[src/rtl/bus_master_if_pkg.sv]
// Active-low levels, direction encodings and FSM states shared by the
// bus master interface and its watchdog.
package bus_master_if_pkg;

  localparam logic ENABLE_  = 1'b0;
  localparam logic DISABLE_ = 1'b1;

  localparam logic READ  = 1'b1;
  localparam logic WRITE = 1'b0;

  typedef enum logic [1:0] {
    BUS_MST_IDLE   = 2'd0,
    BUS_MST_REQ    = 2'd1,
    BUS_MST_ACCESS = 2'd2,
    BUS_MST_WAIT   = 2'd3
  } bus_mst_state_e;

endpackage

[src/rtl/bus_master_if_watchdog.sv]
// WAIT-state timeout counter; only instantiated by bus_master_if when
// BUS_MASTER_TIMEOUT_EN is defined.
module bus_watchdog (
  input  logic       clk,
  input  logic       reset,
  input  logic       clr,
  input  logic       en,
  input  logic [7:0] limit,
  output logic       expired
);

  logic [7:0] count;

  always_ff @(posedge clk) begin
    if (reset) begin
      count <= '0;
    end else if (clr) begin
      count <= '0;
    end else if (en) begin
      count <= count + 8'd1;
    end
  end

  // Fires in the cycle whose increment would reach the limit.
  assign expired = en &&
    (({1'b0, count} + 9'd1) >= {1'b0, limit});

endmodule

[src/rtl/bus_master_if.sv]
// Initiator-side request/grant/strobe/ready sequencer for one bus master.
// Define BUS_MASTER_TIMEOUT_EN to abort WAIT after TIMEOUT_CYC cycles.
module bus_master_if
  import bus_master_if_pkg::*;
#(
  parameter int ADDR_W      = 30,
  parameter int DATA_W      = 32,
  parameter int TIMEOUT_CYC = 255
) (
  input  logic              clk,
  input  logic              reset,
  input  logic              core_req,
  input  logic [ADDR_W-1:0] core_addr,
  input  logic              core_rw,
  input  logic [DATA_W-1:0] core_wr_data,
  output logic              core_busy,
  output logic              core_done,
  output logic [DATA_W-1:0] core_rd_data,
  output logic              core_err,
  output logic              bus_req_,
  input  logic              bus_grnt_,
  output logic [ADDR_W-1:0] bus_addr,
  output logic              bus_as_,
  output logic              bus_rw,
  output logic [DATA_W-1:0] bus_wr_data,
  input  logic [DATA_W-1:0] bus_rd_data,
  input  logic              bus_rdy_
);

  if (TIMEOUT_CYC < 1 || TIMEOUT_CYC > 255) begin : g_bad_limit
    $error("TIMEOUT_CYC must be within 1..255");
  end

  bus_mst_state_e state, state_d;

  logic              req_d;
  logic              as_d;
  logic              rw_d;
  logic              busy_d;
  logic              done_d;
  logic              err_d;
  logic [ADDR_W-1:0] addr_d;
  logic [DATA_W-1:0] wdata_d;
  logic [DATA_W-1:0] rdata_d;
  logic              expired;
  logic              on_bus;
  logic              abort;

`ifdef BUS_MASTER_TIMEOUT_EN
  bus_watchdog u_watchdog (
    .clk     (clk),
    .reset   (reset),
    .clr     (state == BUS_MST_ACCESS),
    .en      (state == BUS_MST_WAIT &&
              bus_rdy_ == DISABLE_),
    .limit   (8'(TIMEOUT_CYC)),
    .expired (expired)
  );
`else
  assign expired = 1'b0;
`endif

  assign on_bus = (state == BUS_MST_ACCESS) ||
                  (state == BUS_MST_WAIT);

  // Losing the grant outranks a same-cycle ready.
  assign abort = on_bus &&
    (bus_grnt_ == DISABLE_ || expired);

  always_ff @(posedge clk) begin
    if (reset) begin
      state <= BUS_MST_IDLE;
    end else begin
      state <= state_d;
    end
  end

  always_comb begin
    state_d = state;
    req_d   = bus_req_;
    as_d    = bus_as_;
    addr_d  = bus_addr;
    rw_d    = bus_rw;
    wdata_d = bus_wr_data;
    rdata_d = core_rd_data;
    busy_d  = core_busy;
    done_d  = 1'b0;
    err_d   = 1'b0;

    unique case (state)
      BUS_MST_IDLE: begin
        if (core_req) begin
          addr_d  = core_addr;
          rw_d    = core_rw;
          wdata_d = core_wr_data;
          req_d   = ENABLE_;
          busy_d  = 1'b1;
          state_d = BUS_MST_REQ;
        end
      end
      BUS_MST_REQ: begin
        if (bus_grnt_ == ENABLE_) begin
          as_d    = ENABLE_;
          state_d = BUS_MST_ACCESS;
        end
      end
      BUS_MST_ACCESS: begin
        as_d    = DISABLE_;
        state_d = BUS_MST_WAIT;
      end
      BUS_MST_WAIT: begin
        if (bus_rdy_ == ENABLE_) begin
          if (bus_rw == READ) begin
            rdata_d = bus_rd_data;
          end
          done_d  = 1'b1;
          req_d   = DISABLE_;
          busy_d  = 1'b0;
          state_d = BUS_MST_IDLE;
        end
      end
      default: state_d = BUS_MST_IDLE;
    endcase

    if (abort) begin
      rdata_d = '0;
      done_d  = 1'b1;
      err_d   = 1'b1;
      req_d   = DISABLE_;
      as_d    = DISABLE_;
      busy_d  = 1'b0;
      state_d = BUS_MST_IDLE;
    end
  end

  always_ff @(posedge clk) begin
    if (reset) begin
      bus_req_     <= DISABLE_;
      bus_as_      <= DISABLE_;
      bus_rw       <= READ;
      bus_addr     <= '0;
      bus_wr_data  <= '0;
      core_busy    <= 1'b0;
      core_done    <= 1'b0;
      core_err     <= 1'b0;
      core_rd_data <= '0;
    end else begin
      bus_req_     <= req_d;
      bus_as_      <= as_d;
      bus_rw       <= rw_d;
      bus_addr     <= addr_d;
      bus_wr_data  <= wdata_d;
      core_busy    <= busy_d;
      core_done    <= done_d;
      core_err     <= err_d;
      core_rd_data <= rdata_d;
    end
  end

endmodule
[config.mk]
export PLATFORM = sky130hd
export DESIGN_NAME = bus_master_if
export DESIGN_NICKNAME = d
export VERILOG_FILES = /design/src/rtl/bus_master_if_pkg.sv /design/src/rtl/bus_master_if_watchdog.sv /design/src/rtl/bus_master_if.sv
export SDC_FILE = /design/constraint.sdc
export NUM_CORES = 1
export LEC_CHECK = 0
export CORE_UTILIZATION = 39
export DETAILED_ROUTE_END_ITERATION = 8
export PLACE_DENSITY = 0.93
export SLEW_MARGIN = 20
export SYNTH_ARGS = -nofsm -noshare
export SYNTH_HDL_FRONTEND = slang
export SYNTH_SLANG_ARGS = --single-unit
[constraint.sdc]
create_clock -name clk -period 2 [get_ports clk]
set_input_delay 0.2 -clock clk [delete_from_list [all_inputs] [get_ports clk]]
set_output_delay 0.2 -clock clk [all_outputs]
set_load 0.01 [all_outputs]
== After elaboration in Yosys (flattened, before gate mapping) ==
Index checks and enable logic that the tools add are counted.
Operators by class
  bitwise logic cells: 1
  muxes and demuxes: 16
  reduce and logical (&&, ||, !) cells: 11
  equality and inequality tests: 6
Operators with widths (number)
  $mux W1: 9
  $reduce_and A3 Y1: 3
  $pmux W2 S4: 1
  $mux W2: 3
  $ne A2 B2 Y1 const B: 3
  $pmux W1 S2: 3
  $eq A2 B2 Y1 const B: 2
  $reduce_and A2 Y1: 2
  $reduce_bool A2 Y1: 2
  $eq A2 B1 Y1 const B: 1
  $logic_not A2 Y1: 1
  $reduce_or A2 Y1: 1
  $logic_and A1 B1 Y1: 1
  $logic_or A1 B1 Y1: 1
  $not A1 Y1: 1
Storage, ports and cells
  logic and storage cells: 44
  bits of input ports: 100
  bits in registers: 102

== Depth between registers and ports, before layout ==
Gate-level depths: netlist of run 1.
  depth in word-level cells: 4
  gate-level depth with buffers: 7
  gate-level depth less buffers: 5

== Worst setup path before layout of run 1 ==
Ideal clock, no wire load.
  path kind: register -> register
  start: register state[0]
  end: register core_busy
  setup time: 0.103 ns
  cell stages (with the launch flop): 7
  arrival time: 1.389 ns
  required time: 1.897 ns
  path buffers: 1
  path slack: 0.508 ns
  path through: dfxtp_1 > inv_1 > ha_1 > and2_1 > buf_6 > o2bb2ai_1 > a2111oi_2
On the way
  word-level cells in the longest chain between the ends: 4
RTL lines
  start, declared: line bus_master_if.sv:34  | bus_mst_state_e state, state_d;
  start signal, assigned: line bus_master_if.sv:74  | state <= state_d;
  branches (longest 4 deep; another with $reduce_and A3 Y1)
  end signal, assigned: line bus_master_if.sv:153  | core_busy <= busy_d;
  end, declared: line bus_master_if.sv:16  | output logic core_busy,
Parallel ways; which one is timed is not known.
A chain may end at the register's enable or synchronous reset.

== Worst setup path in the final report of run 1 ==
  start: register state[0]
  end: register core_rd_data[22]
On the way
  word-level cells in the longest chain between the ends: 4
RTL lines
  $eq A2 B2 Y1 (on tied branches): line bus_master_if.sv:63, bus_master_if.sv:64, bus_master_if.sv:90
  $logic_or A1 B1 Y1: line bus_master_if.sv:63  | assign on_bus = (state == BUS_MST_ACCESS) ||
  $logic_and A1 B1 Y1: line bus_master_if.sv:67  | assign abort = on_bus &&
  $reduce_or A2 Y1 (no source line)
  end signal, assigned: line bus_master_if.sv:156  | core_rd_data <= rdata_d;
  end, declared: line bus_master_if.sv:18  | output logic [DATA_W-1:0] core_rd_data,
Parallel ways exist; a longest one is shown, timed or not.

==> metrics.txt, run 1 <==
run status=finished clean; Clock Tree Buf Depth=2; mapped cell area=0.00366 mm^2; Top delay family on crit path=flip-flops; Synth top area share=55.8%; worst-margin pin slew=374 ps; fraction of layout cells with a size suffix above 1=4.00%; WP data arrival=1960 ps; Die ar.=0.00977 mm^2; core footprint=0.00889 mm^2; unrepaired setup endpoints after global routing=no; die height=98.9 um; Via Count=3684; Final Hold Vio Count=0; routed vias/inst=4.86; met1 Use GR=23.0%; Final nets=752; H-tree levels=3; leading area contributor after synthesis=dfxtp_1; Stages on worst setup path=6; CP peak stage delay=420 ps; CTS tree=built; fin crit share=84.0%; Synth Area per Inst=7.99 um^2; ys flop type=dfxtp_1; drt pass-1 iters=4; Fmax=595 MHz; met3 usage=5.39%; number of global-route vias before repair=3649; CP Class=flop to flop; CTS sink cnt=102; DRT iter0 DRCs=125; CP Max Fanout=24; initial antenna violation count=0; Post-synth top cells=nand2_1, dfxtp_1, a21oi_1, buf_2, clkbuf_1; Synth cell types=23; largest net degree at the start of global routing=64; CP Capture Type=flop; post-route ant nets=0; largest cells by area after synthesis=dfxtp_1, nand2_1, a21oi_1; worst hold stages=3; clk_lat worst skew=350 ps; clk root buf=clkbuf_8; CTS resizes=0; Synth Instances=458; Final WS setup=320 ps; Power Dens Cells=972 mW/mm^2; WL final=10.4 mm; # diodes=0; hold wc startpoint=reset; Setup Viol. Count Final=0; gr usage total=21.5%; leakage power=2.13 nW; grt met2 use=40.2%; GP Congestion=0.760; pre-CTS setup slack=337 ps; CTS buffer count=9; r2r startpoint=state[0]; worst-path cell chain=inv_1, ha_1, o21ai_0, nand2b_1, buf_4, a21oi_1; clock skew=9.49 ps; Synth Net Count=564; DP Wirelength=7.76 mm; Critical path origin=state[0]; Die X=98.9 um; global-route wire length before repair=16.8 mm; Initial Util=41.1%; grt ovf=0; Final min period=1680 ps; asr flop ratio synth=0%; synth warn=0; post-CTS setup repair buffer count=0; gr busiest metal=met2; CP startpoint kind=flop; Slew Limit Headroom=75.0%; Crit-path slowest cell=dfxtp_1; fillers=712; Slew Limit Fails=0; Area growth syn-to-layout=61.4%; Setup TNS=0 ps; Max-cap violations=0; min-delay worst type=input pin to flop; VDD IR max=0.000510 V; number of remaining DRC errors=0; Buffers on Ports=199; clock transition at the registers of the reported paths=90 ps; I/O pins=200; R2R depth=6; CTS hold repair buffers=0; Rows=34; Routed WL per cell=13.7 um; hold slack=264 ps; CP bufs+invs=2; worst path required time=2280 ps; most common cell in the synthesized netlist=nand2_1; register bit total from synthesis=102; register area share after synthesis=55.8%; EDFF count, synth=0
[state kept, by name, summed over array words and instances, names as in the netlist]
register / flops
bus_addr: 30
bus_as_: 1
bus_req_: 1
bus_rw: 1
bus_wr_data: 32
core_busy: 1
core_done: 1
core_err: 1
core_rd_data: 32
state: 2
[final cells by class]
type | instances | area (um^2) | share of cell area, %
clock buffer | 12 | 145 | 2.46
tap | 108 | 135 | 2.29
sequential | 102 | 2040 | 34.6
inverter | 4 | 15.0 | 0.254
timing repair buffer | 208 | 2070 | 35.0
multi-input combinational | 321 | 1460 | 24.7
clock inverter | 3 | 45.0 | 0.763
[per-stage QoR]
step                      area (um^2)  power, mW  utilization [%]  cells
after floorplan                  3660       3.53                -    458
after global placement           5720       4.44             64.3    743
after detailed placement         5720       4.54             64.3    743
after CTS                        5910       5.80             66.4    758
after global routing             5910       6.12             66.4    758
final                            5910       5.74             66.4    758
[cells in the final DEF, fill, tap and decap left out, drive strengths merged]
cell / Yosys / routed
clkdlybuf4s50: 0 / 198
and2: 1 / 1
nand3: 1 / 1
o21ai: 2 / 2
ha: 6 / 6
and4: 1 / 1
nor2: 2 / 2
inv: 4 / 4
and3b: 1 / 1
o21bai: 2 / 2
a311oi: 1 / 1
nand2: 194 / 194
a2111oi: 1 / 1
clkbuf: 10 / 12
nand3b: 2 / 2
bufinv: 0 / 1
a21o: 1 / 1
o2bb2ai: 1 / 1
a22oi: 1 / 1
nand2b: 2 / 2
dfxtp: 102 / 102
buf: 21 / 10
clkinvlp: 0 / 2
a21oi: 101 / 101
nor3b: 1 / 1
[cell families (layout without fill, tap and decap cells)]
group           Yosys count  in the layout  synth area share, %
fa+ha+maj                 6              6                 2.05
flops                   102            102                 55.8
buf+inv                  35            227                 4.48
compound gates          110            110                 15.8
simple gates            205            205                 21.9
[worst min-delay path, delay by kind of cell]
| family | cells | cell delay [ps] |
|---|---|---|
| buffers and inverters | 1 | 110 |
| AND/OR/NAND/NOR | 1 | 200 |
| AO/OA/AOI/OAI | 1 | 50 |
[worst paths after layout]
kind	end	slack [ps]
setup / recovery	core_rd_data[22]	320
hold / removal	core_busy	260
setup reg to reg	core_rd_data[22]	320
hold reg to reg	bus_wr_data[31]	460
[report_power, final]
group	switching, mW	internal [mW]	leakage, nW
sequential	0.172	2.34	0.832
combinational	0.993	0.974	1.21
clock	0.654	0.608	0.0887
total	1.82	3.92	2.13
[layer usage]
metal | up-vias | routed length [um]
met5 | - | 0
met4 | 0 | 292
met3 | 27 | 570
met2 | 109 | 5510
met1 | 1700 | 4010
li1 | 1848 | -
(Power assumes the default switching activity.)
==> run 2: changes to the inputs <==
--- a/config.mk
+++ b/config.mk
@@ -5,9 +5,9 @@
 export SDC_FILE = /design/constraint.sdc
 export NUM_CORES = 1
 export LEC_CHECK = 0
-export CORE_UTILIZATION = 39
+export CORE_UTILIZATION = 35
 export DETAILED_ROUTE_END_ITERATION = 8
-export PLACE_DENSITY = 0.93
+export PLACE_DENSITY = 0.88
 export SLEW_MARGIN = 20
 export SYNTH_ARGS = -nofsm -noshare
 export SYNTH_HDL_FRONTEND = slang
==> constraint.sdc (replaced) <==
create_clock -name clk -period 1.5 [get_ports clk]
set_input_delay 0.15 -clock clk [delete_from_list [all_inputs] [get_ports clk]]
set_output_delay 0.15 -clock clk [all_outputs]
set_load 0.01 [all_outputs]
==> run 2 against run 1 <==
Net effect: sequential share of layout area is 2.2 points lower; critical path depth is 1 higher; wire length is 15% higher; design area is 6.8% higher; power is 47% higher; critical endpoint is now core_rd_data[1]; largest power group unchanged; highest routed layer unchanged.
==> metrics.txt, run 2 (same netlist as run 1, synthesis figures left out) <==
CP Class=flop to flop; Power Dens Cells=1330 mW/mm^2 (+37%); Rows=36 (+5.9%); worst-margin pin slew=552 ps (+178 ps); Finished Cell Area=0.00631 mm^2 (+6.8%); Setup TNS=0 ps (unchanged); clock skew=10.4 ps (+0.909 ps); CTS tree=built; CP Max Fanout=29 (+21%); core footprint=0.00995 mm^2 (+12%); Via Count=3872 (+5.1%); flop-to-flop setup slack=50 ps (-270 ps); Layout Cells excl Fill=803 (+5.9%); CTS buffer count=9 (unchanged); commonest cells after routing, fill and taps aside=clkdlybuf4s50_1, nand2_1, dfxtp_1, a21oi_1, buf_4; DRT iter0 DRCs=186 (+49%); CP peak stage delay=370 ps (-50 ps); Fmax=688 MHz (+16%); Final WS setup=46.1 ps (-274 ps); CP Capture Type=flop; placed cell area=0.00588 mm^2 (+2.9%); Core Util, Final=63.4% (-3.0 points); Die X=104 um (+5.4%); Max-cap violations=0 (unchanged); GP Congestion=0.793 (+4.4%); # diodes=0 (unchanged); fin crit share=96.9% (+13 points); Slew Limit Fails=0 (unchanged); CTS sink cnt=102 (unchanged); clk_lat worst skew=350 ps (about the same); DP Wirelength=8.17 mm (+5.3%); CP startpoint kind=flop; WL final=12.0 mm (+15%); Routed WL per cell=14.9 um (+8.9%); fillers=823 (+16%); drt pass-1 iters=7 (+3); VDD IR max=0.000752 V (+47%); Final nets=771 (+2.5%); worst path required time=1790 ps (-490 ps); global-route wire length before repair=17.9 mm (+6.6%); CP bufs+invs=3 (+1); worst-path cell chain=inv_2, ha_1, o21ai_2, nand2b_1, buf_4, buf_12, a21oi_1; H-tree levels=3 (unchanged); multi-input logic area=0.00153 mm^2 (+4.8%); Crit-path slowest cell=dfxtp_2; Initial Util=36.8% (-4.4 points); WP data arrival=1740 ps (-220 ps); post-route ant nets=0 (unchanged); Top delay family on crit path=buffers and inverters; Buffers on Ports=199 (unchanged); hold slack=183 ps (-80.6 ps); largest net degree at the start of global routing=64 (unchanged); Final min period=1450 ps (-226 ps); leakage power=2.30 nW (+8.0%); most common cell after layout, fill and taps aside=clkdlybuf4s50_1; I/O pins=200 (unchanged); Top Registers=bus_wr_data: 32 flops, core_rd_data: 32 flops, bus_addr: 30 flops; Final Hold Vio Count=0 (unchanged); pre-CTS setup slack=-110 ps (-447 ps); routed vias/inst=4.82 (-0.79%); fraction of layout cells with a size suffix above 1=9.70% (+5.7 points); number of remaining DRC errors=0 (unchanged); Slew Limit Headroom=63.2% (-12 points); grt ovf=0 (unchanged); clk root buf=clkbuf_8; gr usage total=20.2% (-1.2 points); run status=finished clean; placed cell count=779 (+4.8%); clock transition at the registers of the reported paths=100 ps (about the same); Power, Total=8.42 mW (+47%); register area=0.00204 mm^2 (+0.12%); Clock Tree Buf Depth=2 (unchanged); Die ar.=0.0109 mm^2 (+11%); min-delay worst type=input pin to flop; number of global-route vias before repair=3746 (+2.7%); die height=104 um (+5.4%); initial antenna violation count=0 (unchanged); Setup Viol. Count Final=0 (unchanged); Area growth syn-to-layout=72.4%
-- run 2: worst register-to-register path: cells and delay by family, from the launching register on --
kind                       cells  cell delay, ps
AOI/OAI and AO/OA              2             320
DFF                            1             370
buffers and inverters          3             410
adders and majority gates      1             220
and+or+nand+nor                1              80
-- run 2: metal layers --
layer	track usage [%]	routed length [um]
met5	0	0
met4	9.59	435
met3	3.20	532
met2	37.8	6400
met1	22.2	4620
-- run 2: worst paths after layout --
kind	start	end	cells after the start
hold / removal	reset	bus_wr_data[7]	3
hold reg to reg	bus_wr_data[21]	bus_wr_data[21]	2
setup reg to reg	state[0]	core_rd_data[1]	7
setup / recovery	state[0]	core_rd_data[1]	7
-- run 2: cell type report --
class	count	area share (%)
Multi-Input combinational cell	321	24.2
Clock buffer	11	2.40
Inverter	4	0.238
Sequential cell	102	32.4
Tap cell	133	2.64
Timing Repair Buffer	227	37.1
Clock inverter	5	1.01
-- run 2: repair_timing --
action | 4_1_cts | 5_1_grt
endpoints found under the setup margin | 98 | 95
pin swaps | 0 | 3
gates resized for setup | 8 | 18
setup buffers | 0 | 4
gates cloned | 1 | 3
hold buffers | 0 | 0
-- run 2: power by group --
part	switching [mW]	internal [mW]
registers	0.236	3.12
clock network	0.962	0.879
logic	1.54	1.68
total	2.74	5.68
==> run 3: changes to the inputs <==
--- a/config.mk
+++ b/config.mk
@@ -7,7 +7,7 @@
 export LEC_CHECK = 0
 export CORE_UTILIZATION = 35
 export DETAILED_ROUTE_END_ITERATION = 8
-export PLACE_DENSITY = 0.88
+export PLACE_DENSITY = 0.8
 export SLEW_MARGIN = 20
 export SYNTH_ARGS = -nofsm -noshare
 export SYNTH_HDL_FRONTEND = slang
==> run 3 against run 2 <==
Net effect: register-to-register slack worse by 20 ps; largest power group unchanged; power down 1.9%; wire length down 3.6%.
==> metrics.txt, run 3 (same netlist as run 1, synthesis figures left out) <==
initial antenna violation count=0 (unchanged); leakage power=2.30 nW (about the same); Critical path origin=state[0]; hold wc startpoint=reset; CP Capture Type=flop; DP Wirelength=8.02 mm (-1.8%); Final Hold Vio Count=0 (unchanged); largest net degree at the start of global routing=43 (-33%); clk_lat worst skew=370 ps (+20 ps); worst-margin pin slew=457 ps (-95.4 ps); register area=0.00205 mm^2 (+0.12%); post-route ant nets=0 (unchanged); most common cell after layout, fill and taps aside=clkdlybuf4s50_1; min-delay worst type=input pin to flop; clock transition at the registers of the reported paths=90 ps (about the same); gr usage total=20.4% (+0.15 points); Gate power share=38.1% (-0.2 points); Psw=2.68 mW (-2.4%); Setup TNS=0 ps (unchanged); Routed WL per cell=14.4 um (-3.4%); Power Dens Cells=1330 mW/mm^2 (-0.67%); Buffers on Ports=199 (unchanged); commonest cells after routing, fill and taps aside=clkdlybuf4s50_1, nand2_1, a21oi_1, dfxtp_1, buf_4; Final min period=1470 ps (+20.5 ps); Area growth syn-to-layout=70.3%; fillers=860 (+4.5%); met3 WL=500 um (-6.0%); clock skew=10.8 ps (+0.397 ps); Die X=104 um (unchanged); M1 WL=4.69 mm (+1.6%); Setup Viol. Count Final=0 (unchanged); switching share of power=32.4% (-0.16 points); fraction of layout cells with a size suffix above 1=8.38% (-1.3 points); Final nets=770 (-0.13%); Met2 Wirelength=5.99 mm (-6.4%); Max-cap violations=0 (unchanged); WP data arrival=1730 ps (about the same); r2r startpoint=state[0]; clk root buf=clkbuf_8; run status=finished clean; CP startpoint kind=flop; Die ar.=0.0109 mm^2 (unchanged); internal power=5.59 mW (-1.7%); I/O pins=200 (unchanged); Via Count=3806 (-1.7%); grt ovf=0 (unchanged); multi-input logic area=0.00150 mm^2 (-1.5%); Slew Limit Headroom=69.5% (+6.4 points); H-tree levels=3 (unchanged); Rows=36 (unchanged); CTS hold repair buffers=0 (unchanged); Initial Util=36.8% (unchanged); clock share of power=21.3% (-0.6 points); VDD IR max=0.000586 V (-22%); Fmax=678 MHz (-1.4%); Power, Total=8.26 mW (-1.9%); worst path required time=1760 ps (-30 ps); fin crit share=98.3% (+1.4 points); routed vias/inst=4.75 (-1.5%); GP Congestion=0.787 (-0.72%); Finished Cell Area=0.00623 mm^2 (-1.2%); number of remaining DRC errors=0 (unchanged); CTS tree=built; CTS buffer count=9 (unchanged); drt pass-1 iters=4 (-3); Slew Limit Fails=0 (unchanged); CP Max Fanout=4 (-86%); Clock Tree Buf Depth=2 (unchanged); DRT iter0 DRCs=211 (+13%); share of power burned in registers=40.6% (+0.7 points); number of global-route vias before repair=3616 (-3.5%); die height=104 um (unchanged); placed cell area=0.00587 mm^2 (-0.21%); # diodes=0 (unchanged); CP Class=flop to flop; max layer used=met4; Top Registers=bus_wr_data: 32 flops, core_rd_data: 32 flops, bus_addr: 30 flops; Core Util, Final=62.6% (-0.78 points); CTS sink cnt=102 (unchanged); WL final=11.6 mm (-3.6%); global-route wire length before repair=17.7 mm (-1.2%); core footprint=0.00995 mm^2 (unchanged)
==> run 3: cell types whose count changed in the layout (fill, tap and decap cells not counted), moves of 2 or more <==
cell / previous run / this run
clkinv_2: 0 / 2
a21oi_2: 8 / 0
a21oi_1: 93 / 101
clkbuf_16: 3 / 1
==> run 3: cell type report <==
cell class | instances | share of cell area [%]
Multi-Input combinational cell | 321 | 24.1
Clock buffer | 10 | 2.21
Sequential cell | 102 | 32.9
Clock inverter | 5 | 0.924
Inverter | 4 | 0.241
Tap cell | 133 | 2.67
Timing Repair Buffer | 226 | 37.0
==> run 3: power by group through the flow <==
stage	registers [mW]	logic, mW	clock network, mW
after global routing	3.41	3.39	1.94
after global placement	3.38	2.76	0
after CTS	3.35	2.93	1.82
after floorplan	3.56	1.14	0
final	3.35	3.15	1.76
after detailed placement	3.40	2.83	0
==> run 3: layer usage <==
layer	track usage [%]	vias up
met3	4.01	30
met4	9.69	0
li1	-	1883
met1	22.4	1772
met2	37.5	121
met5	0	-
==> run 3: path summary, 6_finish.rpt <==
kind	slack, ps	depth (start not counted)	endpoint
min reg2reg	460	2	bus_addr[27]
max reg2reg	30	6	state[1]
min	150	3	state[0]
max	30	6	state[1]
==> run 3: worst max-delay path, stage by stage (launching register included) <==
cell	delay, ps
dfxtp_4	370
ha_1	250
buf_4	170
a22oi_2	250
buf_4	160
a21o_1	120
a21oi_1	60
==> run 3: timing repair <==
item	4_1_cts	5_1_grt
buffers inserted	1	4
resized for setup	10	14
endpoints found under the setup margin	83	84
cloned	1	1
pin swaps	0	3
==> run 3: stage by stage <==
step / hold WS [ps] / instances / setup slack, ps
after global placement: 441 / 779 / 19.0
after floorplan: 274 / 458 / 7.72
after CTS: 155 / 796 / 0.851
final: 149 / 801 / 25.6
after global routing: 133 / 801 / -14.0
after detailed placement: 445 / 779 / -68.0
